==> config.mk <==
export PLATFORM = sky130hd
export DESIGN_NAME = bm_iter_solver
export DESIGN_NICKNAME = d
export VERILOG_FILES = /design/src/rtl/bm_iter_solver.sv
export SDC_FILE = /design/constraint.sdc
export NUM_CORES = 1
export LEC_CHECK = 0
export ABC_AREA = 1
export ABC_CLOCK_PERIOD_IN_PS = 5420
export BUFFER_PORTS_ARGS = -buffer_cell sky130_fd_sc_hd__buf_2
export CAP_MARGIN = 30
export CORE_MARGIN = 5
export CORE_UTILIZATION = 63
export CTS_BUF_LIST = sky130_fd_sc_hd__clkbuf_16
export CTS_CLUSTER_SIZE = 10
export DETAILED_ROUTE_END_ITERATION = 16
export PLACE_DENSITY = 0.8
export SLEW_MARGIN = 0
export SYNTH_ARGS = -nofsm -noshare
export SYNTH_HDL_FRONTEND = slang
export SYNTH_SLANG_ARGS = --single-unit
==> constraint.sdc <==
create_clock -name clk -period 5.42 [get_ports clk]
set_clock_uncertainty 0.05 [all_clocks]
set_input_delay 0.271 -clock clk [delete_from_list [all_inputs] [get_ports clk]]
set_output_delay 0.271 -clock clk [all_outputs]
set_load 0.03 [all_outputs]
==> src/rtl/bm_iter_solver.sv <==
`default_nettype none
//------------------------------------------------------------------------------
// Module  : bm_iter_solver
// Brief   : Inversionless iterative Berlekamp-Massey solver over GF(2^M), one
//           iteration per cycle. Define BM_DEG_EN to enable the degree output.
// Revision: 1.0
//------------------------------------------------------------------------------
module bm_iter_solver #(
  parameter int         M    = 4,
  parameter int         T    = 2,
  parameter logic [M:0] POLY = 5'b10011
) (
  input  logic                    clk,
  input  logic                    rst,
  input  logic                    start,
  input  logic [(2*T-1)*M-1:0]    syn,
  output logic [(T+1)*M-1:0]      lambda,
  output logic [$clog2(T+1)-1:0]  deg,
  output logic                    busy,
  output logic                    done
);

  localparam int RW = $clog2(T+1);
  localparam int KW = $clog2(T+1) + 2;
  localparam int DW = $clog2(T+1);

  typedef logic [T:0][M-1:0] poly_t;
  typedef enum logic [1:0] {
    IDLE = 2'd0,
    ITER = 2'd1,
    DONE = 2'd2
  } state_t;

  localparam poly_t                c_one_poly = poly_t'(1);
  localparam logic [RW-1:0]        c_r_last   = RW'(T-1);
  localparam logic signed [KW-1:0] c_k_one    = KW'(1);

  state_t                r_state, w_state_nxt;
  logic [2*T-2:0][M-1:0] r_syn;
  poly_t                 r_lam, r_b, w_lam_nxt;
  logic [M-1:0]          r_gamma, w_delta;
  logic signed [KW-1:0]  r_k;
  logic [RW-1:0]         r_r;
  logic                  w_load, w_step;

  // Shift-and-add multiply, reducing by POLY as the multiplicand overflows
  function automatic logic [M-1:0] gf_mul(input logic [M-1:0] a, input logic [M-1:0] b);
    logic [M-1:0] acc;
    logic [M-1:0] sh;
    acc = '0;
    sh  = a;
    for (int n = 0; n < M; n++) begin
      if (b[n]) acc = acc ^ sh;
      sh = (sh << 1) ^ (sh[M-1] ? POLY[M-1:0] : '0);
    end
    return acc;
  endfunction

  always_ff @(posedge clk or negedge rst) begin
    if (!rst) r_state <= IDLE;
    else      r_state <= w_state_nxt;
  end

  always_comb begin
    w_state_nxt = r_state;
    w_load      = 1'b0;
    w_step      = 1'b0;
    busy        = 1'b0;
    done        = 1'b0;
    case (r_state)
      IDLE: begin
        if (start) begin
          w_load      = 1'b1;
          w_state_nxt = ITER;
        end
      end
      ITER: begin
        busy   = 1'b1;
        w_step = 1'b1;
        if (r_r == c_r_last) w_state_nxt = DONE;
      end
      DONE: begin
        done        = 1'b1;
        w_state_nxt = IDLE;
      end
      default: w_state_nxt = IDLE;
    endcase
  end

  // Discrepancy: lambda_i pairs with S(2r+1-i), stored at r_syn[2r-i]
  always_comb begin
    w_delta = '0;
    for (int i = 0; i <= T; i++) begin
      for (int j = 0; j < 2*T-1; j++) begin
        if (i + j == 2*int'(r_r)) w_delta = w_delta ^ gf_mul(r_lam[i], r_syn[j]);
      end
    end
  end

  always_comb begin
    w_lam_nxt[0] = gf_mul(r_gamma, r_lam[0]);
    for (int i = 1; i <= T; i++) begin
      w_lam_nxt[i] = gf_mul(r_gamma, r_lam[i]) ^ gf_mul(w_delta, r_b[i-1]);
    end
  end

  always_ff @(posedge clk or negedge rst) begin
    if (!rst) begin
      r_syn   <= '0;
      r_lam   <= '0;
      r_b     <= '0;
      r_gamma <= '0;
      r_k     <= '0;
      r_r     <= '0;
    end else if (w_load) begin
      r_syn   <= syn;
      r_lam   <= c_one_poly;
      r_b     <= c_one_poly;
      r_gamma <= M'(1);
      r_k     <= '0;
      r_r     <= '0;
    end else if (w_step) begin
      r_lam <= w_lam_nxt;
      r_r   <= r_r + RW'(1);
      // Shifting the packed polynomial by M bits multiplies by x and drops x^(T+1)
      if ((w_delta != '0) && !r_k[KW-1]) begin
        r_b     <= r_lam << M;
        r_gamma <= w_delta;
        r_k     <= -r_k;
      end else begin
        r_b <= r_b << (2*M);
        r_k <= r_k + c_k_one;
      end
    end
  end

  assign lambda = r_lam;

`ifdef BM_DEG_EN
  logic [DW-1:0] r_deg, w_deg_nxt;

  always_comb begin
    w_deg_nxt = '0;
    for (int i = 1; i <= T; i++) begin
      if (w_lam_nxt[i] != '0) w_deg_nxt = DW'(i);
    end
  end

  always_ff @(posedge clk or negedge rst) begin
    if (!rst)                             r_deg <= '0;
    else if (w_step && (r_r == c_r_last)) r_deg <= w_deg_nxt;
  end

  assign deg = r_deg;
`else
  assign deg = '0;
`endif

endmodule
`default_nettype wire

* Yosys cells after proc, flatten, opt, wreduce, memory -nomap -nowiden *
Index checks and enable logic that the tools add are counted.

word-level totals
  flip-flop bits (word level) = 44
  output and inout bits = 16

operators by class
  reductions and logical operators = 9
  bitwise gates (word level) = 51
  equality and inequality tests = 7
  multiplexer cells = 99
  add/subtract/negate cells = 3

operator list
  kind                                                  count
  two-way mux 4 bit                                     70
  XOR 4 bit                                             36
  XOR 4 x 2 -> 4 bit                                    15
  two-way mux 2 bit                                     19
  zero test 32 bit                                      1
  two-way mux 12 bit                                    2
  two-way mux 8 bit                                     3
  adder 4 x 2 -> 4 bit (second input constant)          1
  equality test 2 x 1 -> 1 bit (second input constant)  2
  equality test 2 bit (first input constant)            2
  two-way mux 1 bit                                     4
  inequality test 2 bit (second input constant)         2
  negation 4 bit                                        1
  one-hot mux 2 bit (2 select lines)                    1
  AND reduction 2 bit                                   2
  nonzero test 2 bit                                    2
  nonzero test 4 bit                                    1
  adder 2 x 1 -> 2 bit (second input constant)          1
  equality test 2 bit (second input constant)           1
  zero test 2 bit                                       1
  logical AND 1 bit                                     1
  zero test 1 bit                                       1

* Logic depth before layout (Yosys ltp) *
Gate-level depths: netlist of the first run.

  word-level depth = 30
  gate-level depth with buffers = 26

* Worst setup path before layout of the first run *
No wires, ideal clock.

  path kind = reg2reg
  start = register r_lam (netlist bit lambda[1])
  end = register r_lam (netlist bit lambda[9])
  stages on the path, launching flop included = 23
  setup slack = 2645 ps
  data arrival time = 2608 ps
  path buffers = 2
  cell sequence = dfrtp_1 -> buf_2 -> buf_4 -> nand2_1 -> nand3_1 -> nand2_1 -> inv_1 -> nand2_1 -> nand3_1 -> nand2_1 -> nor2_1 -> nand2_1 -> nand2_1 -> nand4_1 -> nand2_2 -> inv_1 -> ha_1 -> nand2_1 -> xor2_2 -> xor2_1 -> nand2_1 -> nand3_1 -> nand2_1

between the ends
  cells in the longest elaborated chain, start to end = 29

RTL lines
  what                    line  RTL
  start, declared         40    poly_t r_lam, r_b, w_lam_nxt;
  start signal, assigned  117   r_lam <= c_one_poly;
  start signal, assigned  123   r_lam <= w_lam_nxt;
  two-way mux 4 bit       53    if (b[n]) acc = acc ^ sh;
  two-way mux 4 bit       95    if (i + j == 2*int'(r_r)) w_delta = w_delta ^ gf_mul(r_lam[i], r_syn[j]);
  XOR 4 bit               53
  two-way mux 4 bit       53
  two-way mux 4 bit       95
  XOR 4 bit               53
  two-way mux 4 bit       53
  two-way mux 4 bit       95
  [13 not listed]         n/a
  two-way mux 4 bit       53
  XOR 4 bit               53
  two-way mux 4 bit       53
  XOR 4 bit               53
  two-way mux 4 bit (*)   53
  XOR 4 bit (*)           103   w_lam_nxt[i] = gf_mul(r_gamma, r_lam[i]) ^ gf_mul(w_delta, r_b[i-1]);
  two-way mux 12 bit (*)  122   end else if (w_step) begin
  two-way mux 12 bit (*)  115   end else if (w_load) begin

Mark *: on every way between the ends. The rest lies on a longest branch, timed or not. The select of a mux whose other input is x is not followed.
A chain may end at the register's enable or synchronous reset.

* Worst setup path after layout of the first run *
  start = register r_lam (netlist bit lambda[3])
  end = register r_k[2]

between the ends
  cells in the longest elaborated chain, start to end = 24

RTL lines
  what                                                     line    RTL
  two-way mux 2 bit or two-way mux 4 bit (tied branches)   54, 53
  XOR 4 x 2 -> 4 bit or two-way mux 4 bit (tied branches)  54, 95
  XOR 4 bit                                                53
  two-way mux 4 bit                                        53
  two-way mux 4 bit                                        95
  XOR 4 bit                                                53
  two-way mux 4 bit                                        53
  two-way mux 4 bit                                        95
  [8 not listed]                                           n/a
  two-way mux 4 bit (*)                                    95
  XOR 4 bit                                                95
  two-way mux 4 bit (*)                                    95
  nonzero test 4 bit (*)                                   126     if ((w_delta != '0) && !r_k[KW-1]) begin
  logical AND 1 bit (*)                                    126
  two-way mux 4 bit (*)                                    126
  two-way mux 4 bit (*)                                    122
  two-way mux 4 bit (*)                                    115
  end signal, assigned                                     129     r_k <= -r_k;
  end signal, assigned                                     132     r_k <= r_k + c_k_one;
  end, declared                                            42      logic signed [KW-1:0] r_k;

Marked as above.

==> impl_metrics.yaml, run 1 <==
clock_tree:
  clock_path_buffers: 2
  cts_resized: 0
  htreeDepth: 2
  cts_num_sinks: 41
  clkTransAtPathRegs_ns: 0.07
  cts_made_buffers: 5
  clk_latency_ns: 0.29
  clockRootBuffer: "clkbuf_16"
  cts_tree: "done"
  cts_setup_buffers: 0
global_route:
  grt_start_max_net_pins: 42
  grt_usage_pct: 28.7
  antenna_found_initial: 0
  grt_overflow_total: 0
  grt_pass1_wl_um: 20900
  grt_pass1_vias: 4506
worst_setup_path:
  critPathCaptureType: "flop"
  crit_cells: 22
  cp_common_cell: "nand2_1"
  endpoint: "r_k[2]"
  r2r-start: "lambda[3]"
  ff2ff_setup_slack_ns: 2.01
  path_cells: "inv_1 -> nand2_1 -> nand2_1 -> nor2_1 -> inv_1 -> nand3_1 -> nand2_1 -> nor2_1 -> nand2_1 -> nand2_1 -> inv_1 -> nand4_1 -> nand2_2 -> inv_1 -> ha_1 -> nand2_2 -> o21ai_4 -> inv_2 -> nand2_1 -> o211ai_2 -> nand3_1 -> o21ai_1"
  reg2reg_to: "r_k[2]"
  path_max_fanout: 12
  cp.required_ns: 5.55
  crit_arrival_ns: 3.54
  crit_path_top_delay_cell: "dfrtp_1"
  worst_setup_path_start_kind: "flop"
  critPathTopFamily: "simple AND/OR/NAND/NOR gates"
  r2r_cells: 22
  max_stage_delay_ns: 0.59
  path_buf_inv: 5
  critPathKind: "flop to flop"
  crit_start: "lambda[3]"
job:
  cap_violations: 0
timing:
  min_period_ns: 3.41
  fmax_ghz: 0.294
  grt_setup_unrepaired: "false"
  finalSetupViolCount: 0
  period_share_pct: 62.8
  slew_headroom_pct: 45.0
  setup_tns_ns: 0
  setup_slack_ns: 2.01
  hold_viol_final: 0
  final_max_slew_viol_count: 0
  tightestPinTransition_ns: 0.819
power_and_ir_drop:
  switching_power_mw: 1.90
  p_sw_share_pct: 59.2
  p_int_mw: 1.31
  ir_worst_vdd_mv: 0.446
  leakagePower_nw: 2.60
  seqPwrFrac_pct: 23.2
  pwr-share-comb_pct: 67.1
  clkPwrFrac_pct: 9.7
  p_per_area_nw_per_um2: 657
detailed_routing:
  drt_iter0_drc: 351
  vias_per_cell: 5.54
  routed_wirelength_um: 12600
  antenna_left: 0
  dr.pass1.iters: 10
  wl_per_cell_um: 13.9
  route.detailed.drc: 0
  num_vias: 4999
floorplanning:
  die_w_um: 95.8
  start_util_pct: 64.3
  rows: 31
  core_sq_um: 7210
  ios: 31
  die-area_sq_um: 9180
  dieHeight_um: 95.8
placement:
  dp_hpwl_um: 9410
  place.gp.congestion: 0.976
  place_ws_ns: 2.08
  place_area_sq_um: 4720
  port_buffers: 28
final_layout:
  drive_gt1_share_pct: 7.96
  fin_nets: 824
  antenna-diode-count: 0
  syn2layout_area_growth_pct: 5.56
  fin_area_sq_um: 4900
yosys:
  synth-edff-count: 0
  ys_seq_area_share_pct: 22.1
  syn_area_per_cell_sq_um: 5.82
  ys.flop_type: "dfrtp_1"
  synth_cells: 797
  ys_ff_latch: 41
  synth_cell_types: 35
  async_flop_share_pct: 100
  yosys_warnings: 0
  netlist_area_sq_um: 4640
worst_hold_path:
  hold_path_depth: 3
  hold_path.class: "input port to flop"
outcome:
  status: "completed"
## metal layers
metal / wire length (um) / up-vias / part of all wire [%] / global-route usage, %
met2: 6030 / 188 / 48 / 48.9
met3: 911 / 40 / 7.2 / 5.55
li1: - / 2478 / - / -
met1: 5210 / 2293 / 41 / 35.3
met4: 432 / 0 / 3.4 / 12.2
met5: 0 / - / 0 / 0
## tightest hold or removal path, stage by stage
cell and delay [ns]:
buf_2 0.07, nand2_1 0.04, nand2_1 0.04
## kinds of logic (layout without fill, tap and decap cells)
group,after synthesis,in the layout,synth area share [%]
AOI/OAI and AO/OA,54,54,6.96
xor gates and xnor gates,63,63,12.1
adders and majority gates,6,6,1.62
buffers and inverters,132,138,12.3
DFF,41,41,22.1
other,1,2,0.0809
and+or+nand+nor,500,500,44.9
## power groups by stage
stage / clock, mW / sequential [mW] / combinational, mW
floorplan: 0 / 0.584 / 1.80
global placement: 0 / 0.728 / 2.05
detailed placement: 0 / 0.733 / 2.12
CTS: 0.315 / 0.730 / 2.13
global route: 0.328 / 0.766 / 2.42
finish: 0.314 / 0.745 / 2.16
## metrics by stage
stage	util [%]	total power [mW]	hold WS, ns	cells
after detailed placement	65.4	2.85	0.419	893
after CTS	67.4	3.17	0.120	901
after global placement	65.4	2.78	0.410	893
after floorplan	-	2.38	-0.0746	798
final	67.9	3.22	0.121	903
after global routing	67.9	3.52	0.123	903
## synth_stat cells (8+ instances only)
master | number | area share, %
nor2_1 | 50 | 4.0
o21ai_0 | 24 | 2.6
nand3_1 | 91 | 9.8
dfrtp_1 | 41 | 22
clkbuf_1 | 8 | 0.65
buf_4 | 11 | 1.8
nand2_1 | 326 | 26
a21oi_1 | 10 | 1.1
xor2_1 | 26 | 4.9
xnor2_1 | 36 | 6.8
inv_1 | 93 | 7.5
nand4_1 | 10 | 1.3
nand2_2 | 12 | 1.6
buf_2 | 12 | 1.3
## how the worst min path moves through the flow
stage,startpoint,to,slack (ns)
after floorplan,rst,lambda[0],-0.07
after global placement,rst,r_syn[7],0.41
after detailed placement,syn[4],r_syn[4],0.42
after CTS,rst,lambda[7],0.12
after global routing,syn[4],r_syn[4],0.12
final,syn[4],r_syn[4],0.12
## registers in the layout, summed over array words and instances (netlist names)
signal / flops
r_syn: 12
r_b: 5
r_gamma: 4
r_state: 2
r_k: 4
r_r: 2
lambda: 12
## area by class of cell
type	instances	area [sq um]
clock buffers	5	125
inverters	99	372
repair buffers	31	178
fillers	677	2320
clock inverters	3	25.0
multi-input cells	625	3050
flip-flops and latches	41	1030
well taps	99	124
## cells in the final DEF (no fill, tap or decap), types with 5 or more instances in the layout
cell type	n
ha_1	6
o21ai_0	24
o22ai_1	6
a21oi_1	10
dfrtp_1	41
nand2_2	12
o21ai_1	5
nand3_1	91
buf_2	28
xnor2_1	36
nand4_1	10
inv_2	6
inv_1	93
nor2_1	50
clkbuf_16	5
xor2_1	26
nand2_1	326
## timing repair
action,in CTS,in global routing
endpoints found under the setup margin,0,0
hold endpoints to repair,0,6
hold buffers,0,1
No activity file was read; power rests on OpenSTA's default activity.
==> inputs of run 2 (changes only) <==
--- a/config.mk
+++ b/config.mk
@@ -6,7 +6,7 @@
 export NUM_CORES = 1
 export LEC_CHECK = 0
 export ABC_AREA = 1
-export ABC_CLOCK_PERIOD_IN_PS = 5420
+export ABC_CLOCK_PERIOD_IN_PS = 3400
 export BUFFER_PORTS_ARGS = -buffer_cell sky130_fd_sc_hd__buf_2
 export CAP_MARGIN = 30
 export CORE_MARGIN = 5
==> constraint.sdc (replaced) <==
create_clock -name clk -period 3.4 [get_ports clk]
set_clock_uncertainty 0.05 [all_clocks]
set_input_delay 0.17 -clock clk [delete_from_list [all_inputs] [get_ports clk]]
set_output_delay 0.17 -clock clk [all_outputs]
set_load 0.03 [all_outputs]
==> impl_metrics.yaml, run 2 (synthesis results as in run 1) <==
worst_setup_path:
  reg2reg_to: "lambda[9]"
  critPathTopFamily: "simple AND/OR/NAND/NOR gates"
  cp.required_ns: 3.54
  path_buf_inv: 3
  r2r_cells: 20
  cp_common_cell: "nand2_1"
  crit_cells: 20
  critPathCaptureType: "flop"
  crit_start: "lambda[11]"
  r2r-start: "lambda[11]"
  ff2ff_setup_slack_ns: 0.26
  path_max_fanout: 12
  endpoint: "lambda[9]"
  critPathKind: "flop to flop"
  max_stage_delay_ns: 0.49
  path_cells: "inv_1 -> nand2_2 -> nand3_1 -> inv_1 -> nand2_1 -> nand2_1 -> nand2_1 -> nand2_1 -> nand2_1 -> nand3_1 -> nand4_1 -> nand2_2 -> inv_1 -> ha_1 -> nand2_1 -> xor2_2 -> xor2_1 -> nand2_1 -> nand3_1 -> nand2_1"
  crit_arrival_ns: 3.28
  crit_path_top_delay_cell: "dfrtp_2"
  worst_setup_path_start_kind: "flop"
timing:
  hold_viol_final: 0
  fmax_ghz: 0.318
  period_share_pct: 92.5
  tightestPinTransition_ns: 0.823
  finalSetupViolCount: 0
  min_period_ns: 3.14
  final_max_slew_viol_count: 0
  slew_headroom_pct: 44.7
  whs_ns: 0.0250
  grt_setup_unrepaired: "false"
  setup_tns_ns: 0
  setup_slack_ns: 0.256
final_layout:
  syn2layout_area_growth_pct: 7.26
  layout.cells.most_common_list: "nand2_1 (326), inv_1 (93), nand3_1 (91)"
  drive_gt1_share_pct: 9.46
  fin_util_pct: 69.0
  fin_nets: 834
  antenna-diode-count: 0
  final_common_cell: "nand2_1"
placement:
  place.gp.congestion: 0.973
  port_buffers: 28
  place_ws_ns: 0.236
  dp_hpwl_um: 9640
floorplanning:
  die-area_sq_um: 9180
  rows: 31
  ios: 31
  start_util_pct: 64.3
  dieHeight_um: 95.8
  core_sq_um: 7210
  die_w_um: 95.8
clock_tree:
  clock_path_buffers: 2
  cts_made_buffers: 5
  clkTransAtPathRegs_ns: 0.07
  cts_tree: "done"
  cts_num_sinks: 41
  clockRootBuffer: "clkbuf_16"
  clk_latency_ns: 0.29
  cts_setup_buffers: 0
  htreeDepth: 2
power_and_ir_drop:
  p_per_area_nw_per_um2: 1060
  ir_worst_vdd_mv: 0.666
  leakagePower_nw: 2.64
global_route:
  grt_overflow_total: 0
  grt_pass1_wl_um: 21700
  antenna_found_initial: 0
  grt_start_max_net_pins: 42
  grt_usage_pct: 29.8
  grt_pass1_vias: 4812
outcome:
  status: "completed"
detailed_routing:
  routed_wirelength_um: 13000
  drt_iter0_drc: 449
  route.detailed.drc: 0
  wl_per_cell_um: 14.3
  antenna_left: 0
  dr.pass1.iters: 8
  num_vias: 5111
  vias_per_cell: 5.60
worst_hold_path:
  hold_path.class: "input port to flop"
job:
  cap_violations: 0
[run 2: changes by cell type in the layout (fill, tap and decap cells not counted)]
cell,previous run,this run
buf_4,1,11
dfrtp_2,0,3
dfrtp_1,41,38
[run 2: timing repair]
item | CTS | global route
hold buffers | 0 | 1
hold endpoints to repair | 0 | 40
setup endpoints to repair | 0 | 8
gates resized for setup | 0 | 3
[run 2: area by class of cell]
class                   instances  area, sq um
multi-input cells             625         3050
fillers                       664         2240
flip-flops and latches         41         1030
inverters                      99          372
repair buffers                 41          253
clock buffers                   5          125
well taps                      99          124
clock inverters                 3         25.0
[run 2: through the flow]
stage	std cells	instance area [sq um]	power, mW
2_1_floorplan	798	4640	3.80
3_3_place_gp	903	4790	4.48
3_5_place_dp	903	4790	4.64
4_1_cts	911	4940	5.17
5_1_grt	913	4970	5.74
6_report	913	4970	5.25
[run 2: where the power goes]
group	total [mW]	switching (mW)	internal (mW)
combinational	3.61	2.42	1.19
sequential	1.15	0.453	0.697
clock	0.493	0.217	0.276
[run 2: how the worst min path moves through the flow]
stage                start         to  slack (ns)  depth (start not counted)
detailed placement     rst   r_syn[6]        0.32                          1
global placement       rst   r_syn[7]        0.31                          1
finish              syn[6]   r_syn[6]        0.02                          3
floorplan              rst  lambda[0]       -0.18                          0
global route        syn[4]   r_syn[4]        0.04                          3
CTS                    rst   r_syn[6]        0.03                          1
[run 2: per-layer routing]
| layer | global-route usage (%) | vias to the layer above | wire length, um |
|---|---|---|---|
| met5 | 0 | - | 0 |
| met4 | 13.2 | 0 | 484 |
| met3 | 4.22 | 46 | 990 |
| met2 | 52.3 | 239 | 6220 |
| met1 | 35.9 | 2321 | 5320 |
| li1 | - | 2505 | - |
[run 2: worst min-delay path, stage by stage]
cell and delay [ns]:
buf_2 0.07, nand2_1 0.04, nand2_1 0.05
==> inputs of run 3 (changes only) <==
--- a/config.mk
+++ b/config.mk
@@ -10,11 +10,12 @@
 export BUFFER_PORTS_ARGS = -buffer_cell sky130_fd_sc_hd__buf_2
 export CAP_MARGIN = 30
 export CORE_MARGIN = 5
-export CORE_UTILIZATION = 63
+export CORE_UTILIZATION = 60
 export CTS_BUF_LIST = sky130_fd_sc_hd__clkbuf_16
 export CTS_CLUSTER_SIZE = 10
 export DETAILED_ROUTE_END_ITERATION = 16
-export PLACE_DENSITY = 0.8
+export GPL_TIMING_DRIVEN = 0
+export PLACE_DENSITY = 0.76
 export SLEW_MARGIN = 0
 export SYNTH_ARGS = -nofsm -noshare
 export SYNTH_HDL_FRONTEND = slang
==> impl_metrics.yaml, run 3 (synthesis results as in run 1) <==
timing:
  period_share_pct: 92.4
  grt_setup_unrepaired: "false"
  min_period_ns: 3.14
  final_max_slew_viol_count: 0
  hold_viol_final: 0
  setup_slack_ns: 0.258
  setup_tns_ns: 0
  fmax_ghz: 0.318
  tightestPinTransition_ns: 0.853
  finalSetupViolCount: 0
  slew_headroom_pct: 42.7
clock_tree:
  htreeDepth: 2
  cts_tree: "done"
  clkTransAtPathRegs_ns: 0.07
  cts_made_buffers: 5
  cts_setup_buffers: 0
  clk_latency_ns: 0.30
  cts_num_sinks: 41
  clockRootBuffer: "clkbuf_16"
  clock_path_buffers: 2
placement:
  dp_hpwl_um: 10200
  place_inst: 929
  port_buffers: 28
  place_ws_ns: 0.179
  place.gp.congestion: 0.978
power_and_ir_drop:
  finalPower_mw: 5.38
  pwr-share-comb_pct: 72.9
  p_per_area_nw_per_um2: 1050
  p_sw_share_pct: 58.5
  leakagePower_nw: 2.73
  p_int_mw: 2.23
  clkPwrFrac_pct: 10.0
  switching_power_mw: 3.15
  ir_worst_vdd_mv: 0.972
  seqPwrFrac_pct: 17.1
floorplanning:
  start_util_pct: 60.7
  dieHeight_um: 97.9
  ios: 31
  core_sq_um: 7650
  die-area_sq_um: 9590
  rows: 32
  die_w_um: 97.9
worst_setup_path:
  cp.required_ns: 3.53
  r2r_cells: 20
  path_buf_inv: 3
  path_cells: "inv_2 -> nand2_2 -> nand2_1 -> nor2_1 -> inv_1 -> nand3_2 -> nand2_1 -> nor2_1 -> nand2_1 -> nand2_1 -> nand4_1 -> nand2_4 -> inv_1 -> ha_1 -> nand2_1 -> xor2_2 -> xor2_1 -> nand2_1 -> nand3_1 -> nand2_1"
  reg2reg_to: "lambda[9]"
  critPathKind: "flop to flop"
  worst_setup_path_start_kind: "flop"
  crit_arrival_ns: 3.28
  r2r-start: "lambda[10]"
  critPathCaptureType: "flop"
  crit_path_top_delay_cell: "dfrtp_1"
  cp_common_cell: "nand2_1"
  path_max_fanout: 7
  ff2ff_setup_slack_ns: 0.26
  critPathTopFamily: "simple AND/OR/NAND/NOR gates"
  max_stage_delay_ns: 0.56
worst_hold_path:
  hold_path.class: "input port to flop"
  hold_end: "r_syn[4]"
  hold_path_depth: 3
  min_from: "syn[4]"
detailed_routing:
  antenna_left: 0
  drt_iter0_drc: 303
  vias_per_cell: 5.45
  wl_per_cell_um: 14.4
  routed_wirelength_um: 13500
  dr.pass1.iters: 5
  num_vias: 5115
  route.detailed.drc: 0
job:
  cap_violations: 0
global_route:
  grt_overflow_total: 0
  antenna_found_initial: 0
  grt_usage_pct: 27.9
  grt_pass1_vias: 4828
  grt_pass1_wl_um: 21900
  grt_start_max_net_pins: 34
final_layout:
  final_cell_count_no_fill: 938
  fillerInstances: 752
  drive_gt1_share_pct: 10.6
  antenna-diode-count: 0
  syn2layout_area_growth_pct: 10.1
  fin_util_pct: 66.8
  fin_nets: 856
  layout.cells.most_common_list: "nand2_1 (326), inv_1 (93), nand3_1 (91)"
  final_common_cell: "nand2_1"
outcome:
  status: "completed"
-- run 3: worst register-to-register path, delay by kind of cell, from the launching register on --
family | cells | cell delay, ns
buf+inv | 3 | 0.28
fa+ha+maj | 1 | 0.33
simple gates | 14 | 1.43
flops | 1 | 0.56
xor+xnor | 2 | 0.38
-- run 3: layer usage --
layer	part of all wire (%)	routed length (um)	global-route usage (%)	vias up
met5	0	0	0	-
met4	3.5	468	11.7	0
met3	7.3	985	4.50	43
met2	47	6310	47.8	192
met1	42	5730	34.6	2329
li1	-	-	-	2551
-- run 3: cell type report --
type,instances,area (sq um),area share (%)
Clock buffer,5,125,2.45
Tap cell,102,128,2.50
Inverter,99,372,7.28
Buffer,33,203,3.97
Sequential cell,41,1030,20.1
Clock inverter,3,28.8,0.564
Multi-Input combinational cell,625,3050,59.8
Timing Repair Buffer,30,170,3.33
-- run 3: worst max path at each step --
stage               slack [ns]  cells past startpoint  startpoint         to
floorplan                 0.62                     22   lambda[1]  lambda[9]
global placement          0.23                     19   lambda[9]  lambda[9]
detailed placement        0.18                     19   lambda[9]  lambda[9]
CTS                       0.16                     19   lambda[9]  lambda[9]
global route              0.01                     21   lambda[3]  lambda[9]
finish                    0.26                     20  lambda[10]  lambda[9]
-- run 3: per-stage QoR --
step	hold WS [ns]	instance area [sq um]
final	0.0178	5100
after global placement	0.314	4910
after detailed placement	0.0131	4930
after global routing	0.0312	5100
after floorplan	-0.176	4640
after CTS	0.0167	5090
-- run 3: what timing repair did --
| item | in CTS | in global routing |
|---|---|---|
| endpoints found under the setup margin | 0 | 2 |
| gates resized for setup | 0 | 4 |
| endpoints found under the hold margin | 8 | 0 |
| hold buffers | 1 | 0 |
-- run 3: power by group through the flow --
stage / clock (mW) / combinational [mW] / sequential [mW]
finish: 0.536 / 3.92 / 0.922
floorplan: 0 / 2.87 / 0.931
global placement: 0 / 3.73 / 0.916
detailed placement: 0 / 3.83 / 0.919
global route: 0.559 / 4.37 / 0.946
CTS: 0.536 / 3.85 / 0.911
